===== src/rtl/full_logic_merge.sv =====
// Two-lane transmit merge: each lane has its own ingress FIFO, and a round-robin
// arbiter drains them into one registered stream. The INIT/IDLE/ACTIVE/ERROR FSM matches full_logic.
module full_logic_merge #(
  parameter int DATA_WIDTH = 6,
  parameter int FIFO_DEPTH = 8,
  parameter int ADDR_WIDTH = 3
) (
  input  logic                  clk,
  input  logic                  reset,
  input  logic                  init,
  input  logic [3:0]            umbral_Ds,
  input  logic                  push_D0,
  input  logic                  push_D1,
  input  logic [DATA_WIDTH-1:0] data_in_D0,
  input  logic [DATA_WIDTH-1:0] data_in_D1,
  input  logic                  pause_in,
  output logic [DATA_WIDTH-1:0] data_out,
  output logic                  valid_out,
  output logic                  almost_full_D0,
  output logic                  almost_full_D1,
  output logic                  error_D0,
  output logic                  error_D1,
  output logic                  error_out,
  output logic                  active_out,
  output logic                  idle_out
);

  typedef enum logic [1:0] {ST_INIT, ST_IDLE, ST_ACTIVE, ST_ERROR} state_t;

  localparam logic [ADDR_WIDTH:0] DEPTH_C    = (ADDR_WIDTH+1)'(FIFO_DEPTH);
  localparam logic [3:0]          UMBRAL_RST = 4'(FIFO_DEPTH - 1);

  state_t                state_q, state_d;
  logic [3:0]            umbral_q, umbral_d;
  logic                  rr_q, rr_d;
  logic [DATA_WIDTH-1:0] data_out_q, data_out_d;
  logic                  valid_q, valid_d;

  logic [1:0]                       push, wr_en, ovf, not_empty, pop, err_q, almost_full;
  logic [1:0][DATA_WIDTH-1:0]       lane_din, lane_rd;

  assign push        = {push_D1, push_D0};
  assign lane_din[0] = data_in_D0;
  assign lane_din[1] = data_in_D1;

  genvar gi;
  generate
    for (gi = 0; gi < 2; gi++) begin : g_lane
      logic [DATA_WIDTH-1:0] mem [FIFO_DEPTH];
      logic [ADDR_WIDTH-1:0] wr_ptr_q, wr_ptr_d, rd_ptr_q, rd_ptr_d;
      logic [ADDR_WIDTH:0]   count_q, count_d;
      logic                  err_lane_q, err_lane_d;
      logic                  full;

      // Full is judged on the pre-edge count, so a same-cycle pop cannot rescue a push.
      assign full              = (count_q == DEPTH_C);
      assign wr_en[gi]         = push[gi] && !full;
      assign ovf[gi]           = push[gi] && full;
      assign not_empty[gi]     = (count_q != '0);
      assign almost_full[gi]   = (count_q >= umbral_q);
      assign lane_rd[gi]       = mem[rd_ptr_q];
      assign err_q[gi]         = err_lane_q;

      always_comb begin
        wr_ptr_d   = wr_ptr_q;
        rd_ptr_d   = rd_ptr_q;
        count_d    = count_q;
        err_lane_d = err_lane_q | ovf[gi];
        if (wr_en[gi]) wr_ptr_d = wr_ptr_q + 1'b1;
        if (pop[gi])   rd_ptr_d = rd_ptr_q + 1'b1;
        case ({wr_en[gi], pop[gi]})
          2'b10:   count_d = count_q + 1'b1;
          2'b01:   count_d = count_q - 1'b1;
          default: count_d = count_q;
        endcase
      end

      always_ff @(posedge clk or negedge reset) begin
        if (!reset) begin
          wr_ptr_q   <= '0;
          rd_ptr_q   <= '0;
          count_q    <= '0;
          err_lane_q <= 1'b0;
        end else begin
          wr_ptr_q   <= wr_ptr_d;
          rd_ptr_q   <= rd_ptr_d;
          count_q    <= count_d;
          err_lane_q <= err_lane_d;
        end
      end

      always_ff @(posedge clk) begin
        if (wr_en[gi]) mem[wr_ptr_q] <= lane_din[gi];
      end
    end
  endgenerate

  // rr_q = 0 means lane D0 wins the next tie.
  always_comb begin
    pop        = 2'b00;
    rr_d       = rr_q;
    valid_d    = 1'b0;
    data_out_d = data_out_q;
    if (state_q == ST_ACTIVE && !pause_in) begin
      if (not_empty[0] && not_empty[1]) begin
        pop[rr_q] = 1'b1;
        rr_d      = ~rr_q;
      end else if (not_empty[0]) begin
        pop[0] = 1'b1;
        rr_d   = 1'b1;
      end else if (not_empty[1]) begin
        pop[1] = 1'b1;
        rr_d   = 1'b0;
      end
    end
    if (|pop) begin
      valid_d    = 1'b1;
      data_out_d = pop[1] ? lane_rd[1] : lane_rd[0];
    end
  end

  always_comb begin
    state_d  = state_q;
    umbral_d = umbral_q;
    case (state_q)
      ST_INIT: begin
        umbral_d = umbral_Ds;
        if (!init) state_d = ST_IDLE;
      end
      ST_IDLE: begin
        if (init)            state_d = ST_INIT;
        else if (|not_empty) state_d = ST_ACTIVE;
      end
      ST_ACTIVE: begin
        if (init)                        state_d = ST_INIT;
        else if (!(|not_empty) && !(|pop)) state_d = ST_IDLE;
      end
      default: state_d = ST_ERROR;
    endcase
    // Overflow outranks every other transition except while initialising.
    if (|ovf && state_q != ST_INIT) state_d = ST_ERROR;
  end

  always_ff @(posedge clk or negedge reset) begin
    if (!reset) begin
      state_q    <= ST_INIT;
      umbral_q   <= UMBRAL_RST;
      rr_q       <= 1'b0;
      data_out_q <= '0;
      valid_q    <= 1'b0;
    end else begin
      state_q    <= state_d;
      umbral_q   <= umbral_d;
      rr_q       <= rr_d;
      data_out_q <= data_out_d;
      valid_q    <= valid_d;
    end
  end

  assign data_out       = data_out_q;
  assign valid_out      = valid_q;
  assign almost_full_D0 = almost_full[0];
  assign almost_full_D1 = almost_full[1];
  assign error_D0       = err_q[0];
  assign error_D1       = err_q[1];
  assign error_out      = (state_q == ST_ERROR);
  assign active_out     = (state_q == ST_ACTIVE);
  assign idle_out       = (state_q == ST_IDLE);

endmodule

===== config.mk =====
export PLATFORM = sky130hd
export DESIGN_NAME = full_logic_merge
export DESIGN_NICKNAME = d
export VERILOG_FILES = /design/src/rtl/full_logic_merge.sv
export SDC_FILE = /design/constraint.sdc
export NUM_CORES = 1
export LEC_CHECK = 0
export BUFFER_PORTS_ARGS = -buffer_cell sky130_fd_sc_hd__buf_2
export CAP_MARGIN = 40
export CORE_MARGIN = 3
export CORE_UTILIZATION = 60
export CTS_BUF_LIST = sky130_fd_sc_hd__clkbuf_16
export CTS_CLUSTER_DIAMETER = 30
export DETAILED_ROUTE_END_ITERATION = 8
export GPL_ROUTABILITY_DRIVEN = 0
export PLACE_DENSITY = 0.89
export RECOVER_POWER = 50
export SETUP_SLACK_MARGIN = 0.4
export SLEW_MARGIN = 20
export SYNTH_ARGS = -nofsm -noshare
export SYNTH_HDL_FRONTEND = slang
export SYNTH_SLANG_ARGS = --single-unit

===== constraint.sdc =====
create_clock -name clk -period 8.5 [get_ports clk]
set_clock_uncertainty 0.15 [all_clocks]
set_input_delay 2.55 -clock clk [delete_from_list [all_inputs] [get_ports clk]]
set_output_delay 2.55 -clock clk [all_outputs]
set_load 0.02 [all_outputs]

[Word-level counts from Yosys, hierarchy flattened]
Memories as Yosys holds them, arrays and structs flattened.
Index checks and enable logic that the tools add are counted.
Word-level totals
  memories kept: 2
  word-level logic and storage cells: 93
  memory bits (writable): 96
  output and inout bits: 14
  input port bits: 22
  register bits after elaboration: 36
Memory list
  g_lane[0].mem: words 8, width 6, rd ports 1, clocked after memory_dff 0, wr ports 1, line 49  | logic [DATA_WIDTH-1:0] mem [FIFO_DEPTH];
  g_lane[1].mem: words 8, width 6, rd ports 1, clocked after memory_dff 0, wr ports 1, line 49
Cells by class
  multiplexer cells: 25
  bitwise gates (word level): 3
  eq/ne operators: 12
  $lt $le $gt $ge: 4
  reductions and logical operators: 26
  add/subtract/negate cells: 8
Operators by type and width (count)
  two-way mux 2 bit: 8
  one-hot mux 4 bit (2 select lines): 2
  adder 3 x 1 -> 3 bit, second input constant: 4
  two-way mux 1 bit: 12
  logical AND 1 bit: 9
  adder 4 x 1 -> 4 bit, second input constant: 2
  equality test 2 bit, second input constant: 4
  equality test 4 bit, second input constant: 2
  greater-or-equal comparator 4 bit: 2
  inequality test 4 x 2 -> 1 bit, second input constant: 2
  nonzero test 4 bit: 2
  subtractor 4 x 1 -> 4 bit, second input constant: 2
  equality test 2 x 1 -> 1 bit, second input constant: 3
  two-way mux 6 bit: 1
  one-hot mux 2 bit (3 select lines): 1
  nonzero test 2 bit: 3
  OR reduction 2 bit: 3
  logical NOT 1 bit: 5
  inequality test 3 bit, second input constant: 1
  AND reduction 3 bit: 1
  nonzero test 3 bit: 1
  logical NOT 2 bit: 1
  less-than comparator 1 x 2 -> 1 bit, second input constant: 1
  bitwise OR 1 bit: 2
  other kinds (4): 4

[Longest topological paths before layout]
Gate-level depths: netlist (run 1).
  depth after elaboration: 13
  mapped depth: 11
  depth with buffers taken out: 10

[Worst setup path after synthesis (run 1)]
OpenSTA, ideal clock, no wires.
  path kind: input-to-reg
  from: input port pause_in
  to: register g_lane[1].count_q[2]
  path buffers: 0
  required time: 8.221 ns
  setup time: 0.129 ns
  cell stages on the path: 9
  path slack: 3.875 ns
  arrival: 4.346 ns
  path through: or3b_4 > a211oi_4 > ha_1 > xor2_1 > ha_1 > a21oi_1 > xor2_1 > nor2_1 > xor2_1
On the way
  word-level cells in the longest chain between the ends: 5
RTL lines
  from (decl): line 16  | input logic pause_in,
  logical NOT 1 bit *: line 104  | if (state_q == ST_ACTIVE && !pause_in) begin
  logical AND 1 bit *: line 104
  two-way mux 2 bit *: line 104
  equality test 2 x 1 -> 1 bit or equality test 2 bit (tied branches): line 71  | case ({wr_en[gi], pop[gi]})
  one-hot mux 4 bit (2 select lines) or nonzero test 2 bit (tied branches)
  to (signal assigned): line 87  | count_q <= count_d;
  to (decl): line 51  | logic [ADDR_WIDTH:0] count_q, count_d;
Every way passes the cells marked *; elsewhere a longest branch is shown, timed or not.
A chain may end at the register's enable or synchronous reset.

[Worst setup path after layout (run 1)]
  from: register g_lane[0].count_q[0]
  to: output port almost_full_D0
On the way
  word-level cells in the longest chain between the ends: 1
RTL lines
  from (decl): line 51
  from (signal assigned): line 87
  greater-or-equal comparator 4 bit: line 60  | assign almost_full[gi] = (count_q >= umbral_q);
  to (decl): line 19  | output logic almost_full_D0,
No other way between the ends.

==> results of run 1 <==
-- placed cells by master, fill, tap and decap left out, types with 7 or more instances in the layout --
master,count
nand2b_1,7
dfrtp_1,33
inv_1,14
buf_2,28
nor3_1,10
ha_1,18
nor2_1,11
clkbuf_1,16
mux4_2,24
xor2_1,10
mux2i_1,12
xnor2_1,7
edfxtp_1,96
a21o_1,8
nand2_1,15
clkbuf_16,17
-- worst max-delay path, stage by stage, from the launching register on --
cell      delay (ns)
dfrtp_1         0.52
inv_1           0.12
ha_1            0.28
nand2b_1        0.14
a21o_1          0.18
a21o_1          0.18
a21o_1          0.18
buf_2           0.15
-- through the flow --
step | cells | utilization [%] | worst slack (ns)
after global placement | 491 | 66.45 | 3.369
after global routing | 536 | 73.57 | 3.574
after floorplan | 340 | - | 3.875
final | 536 | 73.57 | 3.633
after detailed placement | 497 | 66.85 | 3.286
after CTS | 529 | 73.15 | 3.603
-- final cells by class --
| cell class | instances | share of cell area (%) |
|---|---|---|
| Sequential cell | 132 | 57.35 |
| Multi-Input combinational cell | 182 | 26.96 |
| Inverter | 15 | 0.8526 |
| Tap cell | 126 | 2.387 |
| Clock buffer | 17 | 6.442 |
| Clock inverter | 15 | 2.122 |
| Timing Repair Buffer | 49 | 3.884 |
-- cell families after synthesis --
group | count (synthesis) | synth area share, %
DFF | 132 | 66.32
adders and majority gates | 19 | 4.119
AOI/OAI and AO/OA | 34 | 4.645
and+or+nand+nor | 70 | 6.989
xor gates and xnor gates | 17 | 2.607
muxes | 42 | 12.82
buffers and inverters | 26 | 2.498
-- routing by layer --
layer	up-vias	GRT usage [%]
met4	0	8.167
met1	1589	26.43
met3	20	5.846
li1	1435	-
met5	-	0
met2	119	34.49
-- cells in the mapped netlist (2+ instances only) --
library cell / count / area share (%)
edfxtp_1: 96 / 50
dfrtp_1: 33 / 14
mux4_2: 24 / 9.5
ha_1: 18 / 3.9
nand2_1: 15 / 0.99
inv_1: 14 / 0.92
mux2i_1: 12 / 2.1
nor2_1: 11 / 0.72
nor3_1: 10 / 0.88
xor2_1: 10 / 1.5
a21o_1: 8 / 1.1
nand2b_1: 7 / 0.77
xnor2_1: 7 / 1.1
a221oi_1: 6 / 0.92
and2_2: 6 / 0.79
o21ai_0: 6 / 0.53
buf_6: 5 / 0.99
mux2_2: 5 / 0.99
buf_1: 4 / 0.26
nor4_1: 4 / 0.44
a211oi_1: 3 / 0.39
dfstp_2: 3 / 1.4
nor2b_1: 3 / 0.33
a21oi_1: 2 / 0.18
buf_4: 2 / 0.26
nand3b_1: 2 / 0.26
o21bai_1: 2 / 0.26
or2_2: 2 / 0.22
or4_4: 2 / 0.39
-- power by group through the flow --
stage | combinational, mW | sequential [mW] | clock [mW]
4_1_cts | 0.667 | 1.04 | 0.701
3_3_place_gp | 0.613 | 1.04 | 0
3_5_place_dp | 0.655 | 1.05 | 0
2_1_floorplan | 0.553 | 0.970 | 0
6_report | 0.707 | 1.01 | 0.693
5_1_grt | 0.778 | 1.04 | 0.730
-- final timing paths --
check | endpoint | slack, ns | start
min reg2reg | error_D1 | 0.31 | error_D1
max in group asynchronous | g_lane[0].rd_ptr_q[2] | 4.51 | reset
min | error_D1 | 0.31 | error_D1
max reg2reg | g_lane[1].count_q[2] | 5.41 | g_lane[1].count_q[1]
min in group asynchronous | g_lane[1].wr_ptr_q[1] | 1.84 | reset
max | almost_full_D0 | 3.63 | g_lane[0].count_q[0]
-- registers in the layout, indices dropped and copies added, names as in the netlist --
name,flops
g_lane.mem,96
g_lane.count_q,8
data_out,6
g_lane.rd_ptr_q,6
g_lane.wr_ptr_q,6
umbral_q,4
state_q,2
error_D0,1
error_D1,1
rr_q,1
valid_out,1
==> impl_metrics.yaml, run 1 <==
power_and_ir_drop:
  switching_share_pct: 33.95
  power_leakage_nw: 2.494
  pwr-share-clk_pct: 28.7
  powerDensity_nw_per_um2: 365.6
  p_int_mw: 1.594
  seq_power_share_pct: 42.0
  finalPower_mw: 2.414
  switchingPower_uw: 819.7
  irDropWorstVdd_mv: 0.1884
  power_frac_comb_pct: 29.3
sta:
  hold_viol_final: 0
  tns_ns: 0
  worst_slew_pin_slew_ns: 1.669
  fin_crit_sh_pct: 57.25
  max_freq_ghz: 0.2055
  holdWs_ns: 0.3129
  grt_setup_unrepaired: "false"
  setup_viol: 0
  final_max_slew_viol_count: 32
  slew_headroom_pct: -11.28
  fin_crit_ns: 4.867
detailed_routing:
  first_pass_iters: 4
  routed_wl_mm: 10.79
  topRoutingLayerUsed: "met4"
  met2_length_mm: 5.825
  wl_met1_mm: 4.221
  drc_errors: 0
  ant_nets: 0
  drtIter0Drc: 245
  wl_met3_um: 607
  vias_per_cell: 5.901
  wl_per_cell_um: 20.14
  num_vias: 3163
floorplanning:
  fp.dieW_um: 103.6
  die_y_um: 103.6
  ioPinCount: 36
  core-area_sq_um: 8976
  die_area_sq_um: 10720
  start_util_pct: 63.62
  row_count: 34
setup_path:
  crit_type: "reg -> out"
  worstPathRequired_ns: 5.80
  crit_path_start_kind: "register"
  critPathCaptureType: "output port"
  cp.arrival_ns: 2.17
  worstPathMaxFanout: 8
  reg2reg_depth: 10
yosys:
  synth_cells: 340
  ys_ff_latch: 132
  avgSynthCellArea_sq_um: 16.80
  synth_edf_count: 96
  async_flop_share_pct: 27.27
  synth_warnings: 0
  ys_seq_area_share_pct: 66.32
  ys.flop_type: "edfxtp_1"
  synth.net_count: 380
  synth_cell_types: 47
  syn_area_sq_um: 5710
finish:
  syn_to_final_growth_pct: 15.64
  fin_nets: 437
  regArea_sq_um: 3787
  final_area_sq_um: 6604
  fillerInstances: 524
  antenna_cells: 0
  layout-drive-gt1-share_pct: 27.56
  multi_input_area_sq_um: 1780
clock_tree:
  cts-buffers-inserted: 17
  clk_pin_slew_ns: 0.06
  clock_latency_ns: 0.42
  cts_tree: "built"
  cts_hold_buf: 0
  root_buffer: "clkbuf_16"
  post_cts_resized: 0
  cts_buffer_depth: 2
  clock-sinks: 132
  post_cts_buffers: 0
  h-tree-depth: 4
placed_design:
  portBuffers: 35
  post_dp_cell_area_sq_um: 6001
  dp_hpwl_mm: 6.851
hold_path:
  hold_class: "reg -> reg"
  min_path_cells: 1
global_route:
  antenna_found_initial: 0
  grt_max_degree: 37
  grt_first_pass_wirelength_mm: 17.17
  grt_pass1_vias: 3274
  grt_usage_pct: 20.85
  gr-total-overflow: 0
outcome:
  failed_checks: "max-capacitance violations, max-slew violations"
  status: "finished with violations"
flow_run:
  maxCapViolations: 1
No activity file was read; power rests on OpenSTA's default activity.
==> run 2: changes to the inputs <==
CORE_UTILIZATION = 54   (was 60)
PLACE_DENSITY = 0.85   (was 0.89)
clock period = 4.02 ns   (was 8.5 ns; I/O delays follow)
==> run 2 against run 1 <==
The flow still finishes with violations (max-capacitance violations, max-slew violations). Worst setup slack worse by 3.1 ns. Non-clock buffer count is 1 higher. Via count decreased by 0.73%. Critical path depth did not move. Cell count increased by 1.5%. Clock power up 110%. Design area up 0.83%. Global-route usage is 1.2 points lower. Register-to-register slack got worse by 4.4 ns. Count of clock-buffer cells in the layout is the same. Combinational power is 110% higher. Critical path type unchanged. Critical endpoint is now almost_full_D1. Largest cell class unchanged. Highest routed layer unchanged.
==> impl_metrics.yaml, run 2 (synthesis results as in run 1) <==
outcome:
  status: "finished with violations"
  failed_checks: "max-capacitance violations, max-slew violations"
clock_tree:
  cts-buffers-inserted: 17
  root_buffer: "clkbuf_16"
  h-tree-depth: 4
  cts_tree: "built"
  clock-sinks: 132
  cts_hold_buf: 0
  post_cts_resized: 0
  clk_pin_slew_ns: 0.06
  clock_latency_ns: 0.41
  post_cts_buffers: 0
  cts_buffer_depth: 2
hold_path:
  hold_class: "reg -> reg"
  hold_path_end: "error_D0"
  min_path_cells: 1
  hp-start: "error_D0"
setup_path:
  rrSetupSlack_ns: 0.98
  reg2reg_depth: 10
  cp-startpoint: "g_lane[1].count_q[0]"
  critPathCaptureType: "output port"
  cp.arrival_ns: 2.11
  r2r_end: "g_lane[1].count_q[2]"
  crit_path_start_kind: "register"
  reg2reg_from: "g_lane[1].count_q[0]"
  worstPathMaxFanout: 9
  worstPathRequired_ns: 2.66
  crit_type: "reg -> out"
finish:
  largest-register: "g_lane.mem"
  layout-drive-gt1-share_pct: 27.98
  fin_cells: 544
  layout.cells.most_common: "edfxtp_1"
  largest_reg_flops: 96
  reg.largest.list: "g_lane.mem x96, g_lane.count_q x8"
  syn_to_final_growth_pct: 16.61
  antenna_cells: 0
  fillerInstances: 662
  layout_common_cells: "96 x edfxtp_1, 33 x dfrtp_1, 24 x mux4_2, 21 x buf_2, 18 x ha_1"
  post-route-util_pct: 66.29
  fin_nets: 438
global_route:
  grt_usage_pct: 19.61
  met2_usage_pct: 33.19
  antenna_found_initial: 0
  top_usage_layer: "met2"
  grt_util_met1_pct: 25.09
  grt_first_pass_wirelength_mm: 17.08
  grt_max_degree: 37
  gr-total-overflow: 0
  grt_pass1_vias: 3253
  met3_usage_pct: 4.618
detailed_routing:
  wl_per_cell_um: 19.53
  vias_per_cell: 5.772
  drc_errors: 0
  first_pass_iters: 4
  ant_nets: 0
  num_vias: 3140
  drtIter0Drc: 160
  routed_wl_mm: 10.63
floorplanning:
  die_area_sq_um: 11850
  row_count: 36
  core-area_sq_um: 10040
  die_y_um: 108.8
  fp.dieW_um: 108.8
  start_util_pct: 56.85
  ioPinCount: 36
sta:
  hold_viol_final: 0
  slew_headroom_pct: -11.70
  fin_crit_sh_pct: 86.25
  setup_viol: 0
  grt_setup_unrepaired: "false"
  worst_slack_ns: 0.5526
  max_freq_ghz: 0.2884
  fin_crit_ns: 3.467
  tns_ns: 0
  final_max_slew_viol_count: 31
  worst_slew_pin_slew_ns: 1.676
power_and_ir_drop:
  power_leakage_nw: 2.508
  powerDensity_nw_per_um2: 766.8
  irDropWorstVdd_mv: 0.3409
  finalPower_mw: 5.106
placed_design:
  pre_cts_slack_ns: 0.4790
  portBuffers: 35
  dp_cells: 509
  dp_hpwl_mm: 6.810
flow_run:
  maxCapViolations: 1
-- run 2: power breakdown --
part	leakage, nW	switching (mW)	internal (mW)
clock network	0.281	0.650	0.829
logic	0.942	0.727	0.756
registers	1.28	0.343	1.80
-- run 2: worst max-delay path by stage --
stage / endpoint / slack [ns] / depth (start not counted)
2_1_floorplan: g_lane[1].count_q[2] / 0.74 / 9
3_3_place_gp: g_lane[0].count_q[3] / 0.65 / 7
3_5_place_dp: g_lane[0].count_q[3] / 0.48 / 7
4_1_cts: almost_full_D1 / 0.53 / 7
5_1_grt: almost_full_D1 / 0.41 / 7
6_report: almost_full_D1 / 0.55 / 7
-- run 2: metal layers --
layer	routed length, um	up-vias
li1	-	1435
met1	4391	1617
met2	5685	76
met3	414	12
met4	134	0
met5	0	-
-- run 2: per-stage QoR --
step                      area (sq um)  hold WS, ns
after floorplan                   5710       0.3411
after global placement            6056       0.2873
after detailed placement          6056       0.2975
after CTS                         6643       0.3119
after global routing              6659       0.3207
final                             6659       0.3051
-- run 2: layout make-up --
| cell class | instances | area (sq um) | share of cell area (%) |
|---|---|---|---|
| Sequential cell | 132 | 3787 | 56.88 |
| Multi-Input combinational cell | 182 | 1780 | 26.74 |
| Clock buffer | 17 | 425.4 | 6.389 |
| Timing Repair Buffer | 50 | 281.5 | 4.228 |
| Tap cell | 133 | 166.4 | 2.499 |
| Clock inverter | 15 | 161.4 | 2.424 |
| Inverter | 15 | 56.30 | 0.8455 |
-- run 2: critical path: stages (launching register included) --
cell and delay (ns):
dfrtp_1 0.54, inv_1 0.08, ha_1 0.27, nand2b_1 0.15
a21o_1 0.17, a21o_1 0.17, a21o_1 0.17, buf_2 0.15
